### src/rtl/pipe_pkg.sv
// Shared types for the elastic pipeline stages: occupancy encoding, default NOP,
// and the packed bundles carried between decode/execute and execute/memory.
package pipe_pkg;

  // Encoding is {skid_valid, main_valid}; 2'b10 is unreachable by construction.
  typedef enum logic [1:0] {
    ST_EMPTY = 2'b00,
    ST_FULL  = 2'b01,
    ST_SKID  = 2'b11
  } stage_state_t;

  localparam logic [15:0] NOP_INSTR_DEFAULT = 16'h0000;

  typedef struct packed {
    logic [15:0] pc;
    logic [15:0] op_a;
    logic [15:0] op_b;
    logic [2:0]  rd;
  } dec_ex_t;

  typedef struct packed {
    logic [15:0] alu_res;
    logic [15:0] store_data;
    logic [2:0]  rd;
    logic        mem_we;
    logic        mem_re;
    logic        wb_en;
  } ex_mem_t;

endpackage

### src/rtl/sat_counter.sv
// Up-counter that sticks at all-ones instead of wrapping, with a synchronous clear.
module sat_counter #(
  parameter int CNT_W = 16
) (
  input  logic             clk,
  input  logic             reset,
  input  logic             clear,
  input  logic             inc,
  output logic [CNT_W-1:0] count
);

  always_ff @(posedge clk or posedge reset) begin
    if (reset) begin
      count <= '0;
    end else if (clear) begin
      count <= '0;
    end else if (inc && (count != {CNT_W{1'b1}})) begin
      count <= count + 1'b1;
    end
  end

endmodule

### src/rtl/pipe_stage_elastic.sv
// One elastic pipeline stage: main register plus a 1-entry skid buffer so that
// in_ready comes straight from a flop, with flush-to-NOP and stall/flush counters.
module pipe_stage_elastic
  import pipe_pkg::*;
#(
  parameter int                 DATA_W    = $bits(dec_ex_t),
  parameter int                 INSTR_W   = 16,
  parameter logic [INSTR_W-1:0] NOP_INSTR = INSTR_W'(NOP_INSTR_DEFAULT),
  parameter int                 CNT_W     = 16
) (
  input  logic               clk,
  input  logic               reset,
  input  logic               flush,
  input  logic               in_valid,
  output logic               in_ready,
  input  logic [DATA_W-1:0]  in_data,
  input  logic [INSTR_W-1:0] in_instr,
  output logic               out_valid,
  input  logic               out_ready,
  output logic [DATA_W-1:0]  out_data,
  output logic [INSTR_W-1:0] out_instr,
  output logic [CNT_W-1:0]   stall_cnt,
  output logic [CNT_W-1:0]   flush_cnt
);

  stage_state_t       state, state_next;
  logic               in_ready_q;
  logic [DATA_W-1:0]  main_data, skid_data;
  logic [INSTR_W-1:0] main_instr, skid_instr;
  logic               main_valid, skid_valid, in_fire;
  logic               load_main_in, load_main_skid, load_skid;

  assign main_valid = (state != ST_EMPTY);
  assign skid_valid = (state == ST_SKID);
  assign in_ready   = in_ready_q;
  assign in_fire    = in_valid && in_ready_q;

  // The skid only fills when main is stuck, so a SKID drain never takes new input.
  always_comb begin
    state_next     = state;
    load_main_in   = 1'b0;
    load_main_skid = 1'b0;
    load_skid      = 1'b0;
    case (state)
      ST_EMPTY: begin
        if (in_fire) begin
          load_main_in = 1'b1;
          state_next   = ST_FULL;
        end
      end
      ST_FULL: begin
        if (out_ready) begin
          if (in_fire) load_main_in = 1'b1;
          else         state_next   = ST_EMPTY;
        end else if (in_fire) begin
          load_skid  = 1'b1;
          state_next = ST_SKID;
        end
      end
      ST_SKID: begin
        if (out_ready) begin
          load_main_skid = 1'b1;
          state_next     = ST_FULL;
        end
      end
      default: state_next = ST_EMPTY;
    endcase
  end

  always_ff @(posedge clk or posedge reset) begin
    if (reset) begin
      state      <= ST_EMPTY;
      in_ready_q <= 1'b1;
      main_data  <= '0;
      main_instr <= NOP_INSTR;
      skid_data  <= '0;
      skid_instr <= NOP_INSTR;
    end else if (flush) begin
      state      <= ST_EMPTY;
      in_ready_q <= 1'b1;
      main_data  <= '0;
      main_instr <= NOP_INSTR;
      skid_data  <= '0;
      skid_instr <= NOP_INSTR;
    end else begin
      state      <= state_next;
      in_ready_q <= (state_next != ST_SKID);
      if (load_main_in) begin
        main_data  <= in_data;
        main_instr <= in_instr;
      end else if (load_main_skid) begin
        main_data  <= skid_data;
        main_instr <= skid_instr;
      end
      if (load_skid) begin
        skid_data  <= in_data;
        skid_instr <= in_instr;
      end
    end
  end

  assign out_valid = main_valid;
  assign out_data  = main_data;
  assign out_instr = main_valid ? main_instr : NOP_INSTR;

  sat_counter #(.CNT_W(CNT_W)) u_stall_cnt (
    .clk   (clk),
    .reset (reset),
    .clear (1'b0),
    .inc   (main_valid && !out_ready),
    .count (stall_cnt)
  );

  sat_counter #(.CNT_W(CNT_W)) u_flush_cnt (
    .clk   (clk),
    .reset (reset),
    .clear (1'b0),
    .inc   (flush && (main_valid || skid_valid || in_fire)),
    .count (flush_cnt)
  );

endmodule

### config.mk
export PLATFORM = sky130hd
export DESIGN_NAME = pipe_stage_elastic
export DESIGN_NICKNAME = d
export VERILOG_FILES = /design/src/rtl/pipe_pkg.sv /design/src/rtl/sat_counter.sv /design/src/rtl/pipe_stage_elastic.sv
export SDC_FILE = /design/constraint.sdc
export NUM_CORES = 1
export LEC_CHECK = 0
export ABC_AREA = 1
export CORE_MARGIN = 10
export CORE_UTILIZATION = 45
export CTS_BUF_LIST = sky130_fd_sc_hd__clkbuf_16
export DETAILED_ROUTE_END_ITERATION = 12
export PLACE_DENSITY = 0.72
export REMOVE_ABC_BUFFERS = 1
export SLEW_MARGIN = 0
export SYNTH_ARGS = -nofsm -noshare
export SYNTH_HDL_FRONTEND = slang
export SYNTH_SLANG_ARGS = --single-unit
### constraint.sdc
create_clock -name clk -period 15.7 [get_ports clk]
set_input_delay 3.14 -clock clk [delete_from_list [all_inputs] [get_ports clk]]
set_output_delay 3.14 -clock clk [all_outputs]
set_load 0.01 [all_outputs]
; ---- Word level (Yosys, flattened, before mapping)
; Index checks and enable logic that the tools add are counted.
[word_totals]
in_bits = 72
out_inout_bits = 101
word_cells = 53
regBits = 169
[op_classes]
n_eq_ne = 5
muxes = 26
n_addsub = 2
n_reduce_logical = 12
[op_table]
columns = cell, count
row1 = 51-bit two-way mux, 5
row2 = 16-bit two-way mux, 6
row3 = "16-bit by 1-bit adder with 16-bit output, second input constant", 2
row4 = "16-bit inequality test, second input constant", 2
row5 = 2-bit two-way mux, 6
row6 = 1-bit two-way mux, 7
row7 = 2-bit case mux with 3 select lines, 1
row8 = 1-bit logical AND, 5
row9 = 2-bit nonzero test, 2
row10 = 3-bit nonzero test, 1
row11 = "2-bit by 1-bit equality test with 1-bit output, second input constant", 1
row12 = "2-bit equality test, second input constant", 1
row13 = 2-bit logical NOT, 1
row14 = 1-bit logical OR, 2
row15 = "2-bit inequality test, second input constant", 1
row16 = 1-bit case mux with 2 select lines, 1
row17 = 1-bit logical NOT, 1

; ---- Longest topological paths before layout
; Gate-level depths: netlist of run 1.
[depth]
word_depth = 6
depth_mapped = 10
ltp_nobuf = 8

; ---- Hierarchy
; Synthesis of run 1 repeated with hierarchy kept, for this count alone.
[unflattened]
hier_cells = 1175
area_unflattened_um2 = 8511.9
[modules_own_cells]
columns = module, instances, seq_area_each_um2, cells_per_inst, area_each_um2
row1 = pipe_stage_elastic, 1, 3429.5, 853, 6349.8
row2 = sat_counter, 2, 400.4, 161, 1081.0

; ---- Worst setup path after synthesis of run 1
; No wires, ideal clock.
[synth_timing]
path_kind = reg-to-output
start = reg state[0]
end = out out_valid
t_arrival_ps = 1094
stages_incl_launch_ff = 4
slack_ps = 11466
required_ps = 12560
n_path_buf = 1
path_cell_list = dfrtp_1 -> nor2_2 -> clkbuf_1 -> inv_1
[synth_between]
elab_chain_len = 1
[synth_lines]
columns = item, line_no
row1 = start: declaration, pipe_stage_elastic.sv:26  ; stage_state_t state, state_next;
row2 = start signal: assignment, pipe_stage_elastic.sv:86  ; state <= state_next;
row3 = 2-bit nonzero test, pipe_stage_elastic.sv:33  ; assign main_valid = (state != ST_EMPTY);
row4 = end: declaration, pipe_stage_elastic.sv:18  ; output logic out_valid,
; No other way between the ends.

; ---- Worst setup path after layout of run 1
[layout_timing]
start = reg state[0]
end = out out_instr[3]
[layout_between]
elab_chain_len = 2
[layout_lines]
columns = item, line_no
row1 = 2-bit nonzero test, pipe_stage_elastic.sv:33
row2 = 16-bit two-way mux, pipe_stage_elastic.sv:104  ; assign out_instr = main_valid ? main_instr : NOP_INSTR;
row3 = end: declaration, pipe_stage_elastic.sv:21  ; output logic [INSTR_W-1:0] out_instr,
; No other way between the ends.

==> results of run 1 <==
==> power by group through the flow <==
stage | registers, mW | logic [mW] | clock network, mW
final | 0.487 | 0.171 | 0.383
after global routing | 0.492 | 0.192 | 0.412
after CTS | 0.487 | 0.175 | 0.394
after detailed placement | 0.494 | 0.174 | 0
after global placement | 0.494 | 0.170 | 0
after floorplan | 0.499 | 0.0767 | 0
==> cell usage in the layout, fill, tap and decap left out, types with 7 or more instances in the layout <==
cell type	Yosys	layout
nand2_1	380	380
clkdlybuf4s50_1	0	172
dfrtp_1	168	168
inv_1	160	161
o21ai_0	101	101
o22ai_1	56	56
nor2_1	46	46
nand3_1	29	28
clkbuf_16	0	17
xnor2_1	14	14
nand4_1	10	10
inv_2	7	7
==> worst max-delay path, delay by kind of cell, from the launching register on <==
family	cells	cell delay [ps]
flops	1	410
buf+inv	1	530
simple gates	2	830
==> routing by layer <==
metal	GRT usage	routed length (µm)
met4	0.0360	79
met1	0.234	9670
met5	0	0
met2	0.274	9500
met3	0.0656	1760
==> registers in the layout (all words and copies together) (netlist names) <==
name,flops
skid_data,51
main_instr,16
u_stall_cnt.count,16
in_ready,1
out_data,51
u_flush_cnt.count,16
skid_instr,16
state,2
==> final cells by class <==
type | count | area share
Clock buffer | 17 | 0.0407
Clock inverter | 14 | 0.0105
Inverter | 168 | 0.0609
Multi-Input combinational cell | 658 | 0.287
Sequential cell | 169 | 0.405
Tap cell | 225 | 0.0270
Timing Repair Buffer | 178 | 0.169
==> per-stage QoR <==
| stage | worst slack [ps] | cells |
|---|---|---|
| after floorplan | 7990 | 995 |
| after global placement | 10170 | 1398 |
| after detailed placement | 10120 | 1398 |
| after CTS | 10330 | 1429 |
| after global routing | 10270 | 1429 |
| final | 10380 | 1429 |
==> worst min path at each step <==
stage | to
floorplan | main_instr[2]
global placement | out_data[23]
detailed placement | out_data[0]
CTS | out_data[31]
global route | out_data[21]
finish | out_data[31]
==> cell families (layout without fill, tap and decap cells) <==
| family | count (synthesis) | in the layout |
|---|---|---|
| xor gates and xnor gates | 15 | 15 |
| and+or+nand+nor | 476 | 476 |
| buffers and inverters | 215 | 377 |
| AOI/OAI and AO/OA | 165 | 165 |
| adders and majority gates | 2 | 2 |
| DFF | 169 | 169 |
==> impl_metrics.env, run 1 <==
export IMPL_status="finished clean"
export IMPL_path_cells="nor2_2 -> nor2_1 -> clkdlybuf4s50_1"
export IMPL_hold_buffers=0
export IMPL_crit_required_ps=12560
export IMPL_yosys_area_share_simple=0.234
export IMPL_p_clk_frac=0.368
export IMPL_wirelength_um=21000
export IMPL_clk_pin_slew_ps=60
export IMPL_intPower_mw=0.757
export IMPL_worstHoldStart="out_data[31]"
export IMPL_grt_overflow_total=0
export IMPL_syn_avg_cell_area_um2=7.76
export IMPL_rr_worst_depth=6
export IMPL_critPathLaunch="state[0]"
export IMPL_antenna_found_initial=0
export IMPL_clockBufferDepth=2
export IMPL_std_cell_rows=48
export IMPL_cts_buffers=17
export IMPL_hold_class="flop to flop"
export IMPL_initial_core_util=0.463
export IMPL_worstPathArrival_ps=2180
export IMPL_worstMarginPinSlew_ps=1180
export IMPL_p_comb_frac=0.165
export IMPL_yosysUniqueCellTypes=30
export IMPL_cts_tree="yes"
export IMPL_cts_root_buf="clkbuf_16"
export IMPL_slowest_delay_ps=680
export IMPL_synth_mux_area_frac=0
export IMPL_holdWs_ps=475
export IMPL_critPathCapture="out_instr[3]"
export IMPL_power_frac_seq=0.467
export IMPL_synth_area_leader_cell="dfrtp_1"
export IMPL_synth_top_area_share=0.520
export IMPL_worstSetupPathType="flop to output port"
export IMPL_ioPinCount=173
export IMPL_cts_setup_buffers=0
export IMPL_yosysMostFrequentCell="nand2_1"
export IMPL_yosys_area_share_xor_xnor=0.0162
export IMPL_die_w_um=154
export IMPL_cts_htree_levels=4
export IMPL_grt_pass1_vias=6826
export IMPL_p_switching_mw=0.284
export IMPL_power_leakage_nw=4.93
export IMPL_post_drt_wl_per_cell_um=14.7
export IMPL_finish_utilization=0.598
export IMPL_clkSinkCount=169
export IMPL_port_buffers=172
export IMPL_cp_start_kind="flop"
export IMPL_regArea_um2=4230
export IMPL_r2r_end="out_data[9]"
export IMPL_clkLatencyLatePin_ps=420
export IMPL_p_per_area_nw_per_um2=99.7
export IMPL_synth_seq_area_share=0.523
export IMPL_n_antenna_cell=0
export IMPL_fin_crit_sh=0.339
export IMPL_fmax_mhz=188
export IMPL_grt_usage=0.178
export IMPL_syn_to_final_growth_pct=29.1
export IMPL_synth_compound_area_share=0.115
export IMPL_tns_ps=0
export IMPL_synth_top_family_by_area="simple AND/OR/NAND/NOR gates"
export IMPL_gp_congestion=0.840
export IMPL_dr_pass1_iters=5
export IMPL_n_fill_cell=1553
export IMPL_ys_ff_latch=169
export IMPL_synth_area_um2=8090
export IMPL_grt_max_degree=135
export IMPL_remaining_drc_errors=0
export IMPL_synth_flop_cell="dfrtp_1"
export IMPL_synth_edff_count=0
export IMPL_synth_warnings=0
export IMPL_grt_pass1_wl_um=35200
export IMPL_core_area_um2=17500
export IMPL_ctsResizeCount=0
export IMPL_skew_ps=8.35
export IMPL_critPathMaxFanout=19
export IMPL_finalHoldViolations=0
export IMPL_dp_hpwl_um=13800
export IMPL_relSlewSlack=0.215
export IMPL_power_mw=1.04
export IMPL_crit_path_end_kind="output port"
export IMPL_synth_adder_area_share=0.00309
export IMPL_ir_worst_vdd_v=0.0000753
export IMPL_synthTopCellsByCount="nand2_1 (380), dfrtp_1 (168), inv_1 (160)"
export IMPL_finalSetupViolations=0
export IMPL_fin_crit_ps=5320
export IMPL_max_cap_violations=0
export IMPL_dr_total_vias=6971
export IMPL_drtAntennaViolNets=0
export IMPL_placed_cell_area_um2=9910
export IMPL_multi_input_area_um2=2990
export IMPL_synthArstFlopShare=1.00
export IMPL_design_area_um2=10400
export IMPL_nets=1266
export IMPL_r2r_start="in_ready"
export IMPL_rsz0062_at_grt="no"
export IMPL_drive_above_1_share=0.0465
export IMPL_die_area_um2=23700
export IMPL_dr_first_iter_drc_count=461
export IMPL_rrSetupSlack_ps=13370
export IMPL_worstHoldPathCells=2
export IMPL_fp_dieH_um=154
export IMPL_slew_viol_final=0
export IMPL_p_sw_frac=0.273
export IMPL_viasPerCell=4.88
export IMPL_cp_slowest_cell="nor2_2"
export IMPL_synth_cells=1042
export IMPL_yosys_top_cells_area="dfrtp_1 (52%), nand2_1 (18%), inv_1 (7.4%), o21ai_0 (6.2%), o22ai_1 (4.3%)"
Power figures use the tool's default switching activity.
==> run 2, diff against run 1 <==
--- a/config.mk
+++ b/config.mk
@@ -10,7 +10,7 @@
 export CORE_UTILIZATION = 45
 export CTS_BUF_LIST = sky130_fd_sc_hd__clkbuf_16
 export DETAILED_ROUTE_END_ITERATION = 12
-export PLACE_DENSITY = 0.72
+export PLACE_DENSITY = 0.75
 export REMOVE_ABC_BUFFERS = 1
 export SLEW_MARGIN = 0
 export SYNTH_ARGS = -nofsm -noshare
==> constraint.sdc (replaced) <==
create_clock -name clk -period 4.25 [get_ports clk]
set_input_delay 0.85 -clock clk [delete_from_list [all_inputs] [get_ports clk]]
set_output_delay 0.85 -clock clk [all_outputs]
set_load 0.01 [all_outputs]
==> run 2 against run 1 <==
- worst setup slack got worse by 9200 ps
- clock skew up 1.6 ps
- first-iteration DRC count decreased by 13%
- power grew to 3.7 times the previous value
- register-to-register slack got worse by 12000 ps
- sequential power increased to 3.7 times the previous value
- wire length grew 1.3%
- die area unchanged
- sequential share of layout area down 0.22 points
- non-clock buffer count is 3 higher
- largest power group unchanged
- highest routed layer unchanged
==> impl_metrics.env, run 2 (synthesis results as in run 1) <==
export IMPL_status="finished clean"
export IMPL_cp_start_kind="flop"
export IMPL_pre_cts_ws_ps=1010
export IMPL_p_switching_mw=1.10
export IMPL_crit_required_ps=3400
export IMPL_ctsResizeCount=0
export IMPL_fp_dieH_um=154
export IMPL_gp_congestion=0.826
export IMPL_cts_tree="yes"
export IMPL_grt_overflow_total=0
export IMPL_dp_hpwl_um=14000
export IMPL_cts_buffers=17
export IMPL_drive_above_1_share=0.0530
export IMPL_p_per_area_nw_per_um2=368
export IMPL_worstPathArrival_ps=2240
export IMPL_power_frac_seq=0.465
export IMPL_fin_crit_ps=3090
export IMPL_relSlewSlack=0.195
export IMPL_hold_buffers=0
export IMPL_fin_crit_sh=0.727
export IMPL_rsz0062_at_grt="no"
export IMPL_cts_setup_buffers=0
export IMPL_power_mw=3.86
export IMPL_remaining_drc_errors=0
export IMPL_antenna_found_initial=0
export IMPL_p_sw_frac=0.285
export IMPL_initial_core_util=0.463
export IMPL_worstMarginPinSlew_ps=1210
export IMPL_drtAntennaViolNets=0
export IMPL_r2r_start="in_ready"
export IMPL_clkLatencyLatePin_ps=420
export IMPL_dr_first_iter_drc_count=400
export IMPL_clkSinkCount=169
export IMPL_grt_max_degree=135
export IMPL_tns_ps=0
export IMPL_max_cap_violations=0
export IMPL_slew_viol_final=0
export IMPL_grt_pass1_vias=7005
export IMPL_n_fill_cell=1560
export IMPL_p_comb_frac=0.165
export IMPL_ioPinCount=173
export IMPL_wirelength_um=21300
export IMPL_crit_path_end_kind="output port"
export IMPL_fmax_mhz=324
export IMPL_cts_root_buf="clkbuf_16"
export IMPL_nets=1269
export IMPL_hold_class="flop to flop"
export IMPL_std_cell_rows=48
export IMPL_finalSetupViolations=0
export IMPL_syn_to_final_growth_pct=29.8
export IMPL_setup_slack_ps=1160
export IMPL_core_area_um2=17500
export IMPL_critPathMaxFanout=19
export IMPL_worstHoldStart="out_data[42]"
export IMPL_placed_cell_area_um2=9950
export IMPL_p_clk_frac=0.370
export IMPL_post_drt_wl_per_cell_um=14.9
export IMPL_finalHoldViolations=0
export IMPL_clockBufferDepth=2
export IMPL_final_common_cell="nand2_1"
export IMPL_dr_pass1_iters=5
export IMPL_grt_usage=0.182
export IMPL_viasPerCell=4.93
export IMPL_worstSetupPathType="flop to output port"
export IMPL_die_area_um2=23700
export IMPL_mostFrequentLayoutCells="nand2_1 (380), clkdlybuf4s50_1 (172), dfrtp_1 (168), inv_1 (160), o21ai_0 (101)"
export IMPL_ir_worst_vdd_v=0.000276
export IMPL_holdWs_ps=477
export IMPL_critPathLaunch="state[0]"
export IMPL_cts_htree_levels=4
export IMPL_grt_pass1_wl_um=35800
export IMPL_n_antenna_cell=0
export IMPL_skew_ps=9.94
export IMPL_clk_pin_slew_ps=70
export IMPL_dr_total_vias=7069
export IMPL_port_buffers=172
export IMPL_intPower_mw=2.76
export IMPL_power_leakage_nw=4.95
export IMPL_die_w_um=154
export IMPL_design_area_um2=10500
[run 2: cell type report]
cell class                      instances  area [µm²]  share of cell area
Inverter                              168         636              0.0605
Multi-Input combinational cell        658        2990               0.285
Clock inverter                         15         120              0.0114
Sequential cell                       169        4230               0.403
Tap cell                              225         282              0.0268
Clock buffer                           17         425              0.0405
Timing Repair Buffer                  181        1810               0.173
[run 2: per-layer routing]
metal,wire [µm],vias to the layer above,part of all wire,track usage
met4,160,0,0.0075,0.0423
met2,10000,189,0.47,0.290
li1,-,3534,-,-
met3,1740,20,0.082,0.0566
met1,9380,3326,0.44,0.236
met5,0,-,0,0
[run 2: worst max-delay path, cell delays in order, from the launching register on]
cell	delay [ps]
dfrtp_1	410
nor2_2	700
nor2_1	170
clkdlybuf4s50_1	530
[run 2: metrics by stage]
stage                      util  instances
after floorplan               -        995
after global placement    0.570       1401
after detailed placement  0.570       1401
after CTS                 0.601       1433
after global routing      0.601       1433
final                     0.601       1433
[run 2: final timing paths]
check | end | slack (ps) | depth (start not counted)
setup / recovery | out_instr[14] | 1160 | 3
hold / removal | out_data[42] | 480 | 2
setup reg to reg | main_instr[15] | 1840 | 6
hold reg to reg | out_data[42] | 480 | 2
max in group asynchronous | out_data[12] | 2510 | 3
min in group asynchronous | u_flush_cnt.count[15] | 940 | 2
[run 2: power by group through the flow]
stage	clock [mW]	combinational, mW	sequential, mW
after floorplan	0	0.283	1.84
after global placement	0	0.633	1.82
after detailed placement	0	0.645	1.83
after CTS	1.46	0.649	1.80
after global routing	1.53	0.716	1.81
final	1.43	0.637	1.80
==> run 3, diff against run 2 <==
==> constraint.sdc (replaced) <==
create_clock -name clk -period 2.58 [get_ports clk]
set_input_delay 0.516 -clock clk [delete_from_list [all_inputs] [get_ports clk]]
set_output_delay 0.516 -clock clk [all_outputs]
set_load 0.01 [all_outputs]
==> run 3 against run 2 <==
- sequential cell count is the same
- count of clock-buffer cells in the layout did not move
- critical path depth rose by 1
- via count decreased by 0.45%
- power rose by 68%
- combinational power increased by 66%
- sequential power grew 64%
- critical endpoint unchanged
==> impl_metrics.env, run 3 (synthesis results as in run 1) <==
export IMPL_placed_cell_area_um2=10000
export IMPL_tns_ps=0
export IMPL_cts_tree="yes"
export IMPL_worstSetupPathType="flop to output port"
export IMPL_regArea_um2=4230
export IMPL_rsz0062_at_grt="no"
export IMPL_ctsResizeCount=0
export IMPL_grt_usage=0.181
export IMPL_slew_viol_final=0
export IMPL_r2r_start="u_flush_cnt.count[0]"
export IMPL_rr_worst_depth=8
export IMPL_remaining_drc_errors=0
export IMPL_clockBufferDepth=2
export IMPL_status="finished clean"
export IMPL_post_drt_wl_per_cell_um=14.6
export IMPL_holdWs_ps=447
export IMPL_syn_to_final_growth_pct=31.1
export IMPL_wirelength_um=20900
export IMPL_crit_required_ps=2060
export IMPL_mostFrequentLayoutCells="nand2_1 (380), clkdlybuf4s50_1 (172), dfrtp_1 (168), inv_1 (160), o21ai_0 (101)"
export IMPL_gp_congestion=0.870
export IMPL_slowest_delay_ps=580
export IMPL_viasPerCell=4.91
export IMPL_max_cap_violations=0
export IMPL_fin_crit_sh=0.919
export IMPL_design_area_um2=10600
export IMPL_n_antenna_cell=0
export IMPL_die_w_um=154
export IMPL_dr_pass1_iters=5
export IMPL_nets=1271
export IMPL_rrSetupSlack_ps=550
export IMPL_ir_worst_vdd_v=0.000425
export IMPL_antenna_found_initial=1
export IMPL_drive_above_1_share=0.0521
export IMPL_grt_overflow_total=0
export IMPL_n_fill_cell=1560
export IMPL_finalHoldViolations=0
export IMPL_grt_pass1_vias=7043
export IMPL_std_cell_rows=48
export IMPL_cts_setup_buffers=0
export IMPL_cts_buffers=17
export IMPL_hold_buffers=0
export IMPL_r2r_end="u_flush_cnt.count[15]"
export IMPL_cts_root_buf="clkbuf_16"
export IMPL_drtAntennaViolNets=0
export IMPL_dr_total_vias=7037
export IMPL_grt_max_degree=135
export IMPL_die_area_um2=23700
export IMPL_skew_ps=10.3
export IMPL_cp_start_kind="flop"
export IMPL_p_per_area_nw_per_um2=614
export IMPL_critPathMaxFanout=18
export IMPL_crit_path_end_kind="output port"
export IMPL_clkLatencyLatePin_ps=410
export IMPL_power_leakage_nw=5.00
export IMPL_clkSinkCount=169
export IMPL_ioPinCount=173
export IMPL_fmax_mhz=422
export IMPL_critPathLaunch="state[0]"
export IMPL_path_cells="nor2_2 -> buf_4 -> nor2_1 -> clkdlybuf4s50_1"
export IMPL_critPathCapture="out_instr[14]"
export IMPL_cp_slowest_cell="clkdlybuf4s50_1"
export IMPL_hold_class="input port to async pin"
export IMPL_core_area_um2=17500
export IMPL_port_buffers=172
export IMPL_grt_pass1_wl_um=35800
export IMPL_fp_dieH_um=154
export IMPL_dp_hpwl_um=14100
export IMPL_worstPathArrival_ps=1860
export IMPL_cts_htree_levels=4
export IMPL_fin_crit_ps=2370
export IMPL_clk_pin_slew_ps=60
export IMPL_initial_core_util=0.463
export IMPL_final_common_cell="nand2_1"
export IMPL_finalSetupViolations=0
export IMPL_multi_input_area_um2=2990
export IMPL_relSlewSlack=0.645
export IMPL_dr_first_iter_drc_count=410
export IMPL_worstMarginPinSlew_ps=532
## run 3: metal layers
metal	routed length, µm	track usage	vias to the layer above	part of all wire
met5	17	0	-	0.00081
met4	193	0.0477	2	0.0092
li1	-	-	3536	-
met3	1790	0.0586	17	0.086
met1	9240	0.233	3279	0.44
met2	9630	0.285	203	0.46
## run 3: worst min path at each step
stage / from / end / depth (start not counted)
final: reset / u_stall_cnt.count[8] / 2
after global routing: reset / u_stall_cnt.count[8] / 2
after CTS: reset / u_stall_cnt.count[8] / 2
after detailed placement: out_data[4] / out_data[4] / 2
after global placement: out_data[13] / out_data[13] / 2
after floorplan: main_instr[2] / main_instr[2] / 2
## run 3: area by class of cell
cell class / instances / area share
Multi-Input combinational cell: 658 / 0.282
Timing Repair Buffer: 183 / 0.178
Tap cell: 225 / 0.0265
Clock buffer: 17 / 0.0401
Clock inverter: 14 / 0.0142
Inverter: 168 / 0.0599
Sequential cell: 169 / 0.399
## run 3: where the power goes
part	switching, mW	internal (mW)
sequential	0.142	2.82
clock	1.06	1.43
combinational	0.558	0.499
## run 3: critical path: cells and delay by family (launching register included)
kind          cells  cell delay (ps)
flops             1              400
simple gates      2              260
buf+inv           2              780
## run 3: stage by stage
stage | setup WS [ps] | cells | total power, mW | util
2_1_floorplan | -2510 | 995 | 3.50 | -
3_3_place_gp | 315 | 1403 | 4.07 | 0.574
3_5_place_dp | 267 | 1403 | 4.08 | 0.574
4_1_cts | 190 | 1434 | 6.59 | 0.607
5_1_grt | 121 | 1434 | 6.84 | 0.607
6_report | 208 | 1434 | 6.51 | 0.607
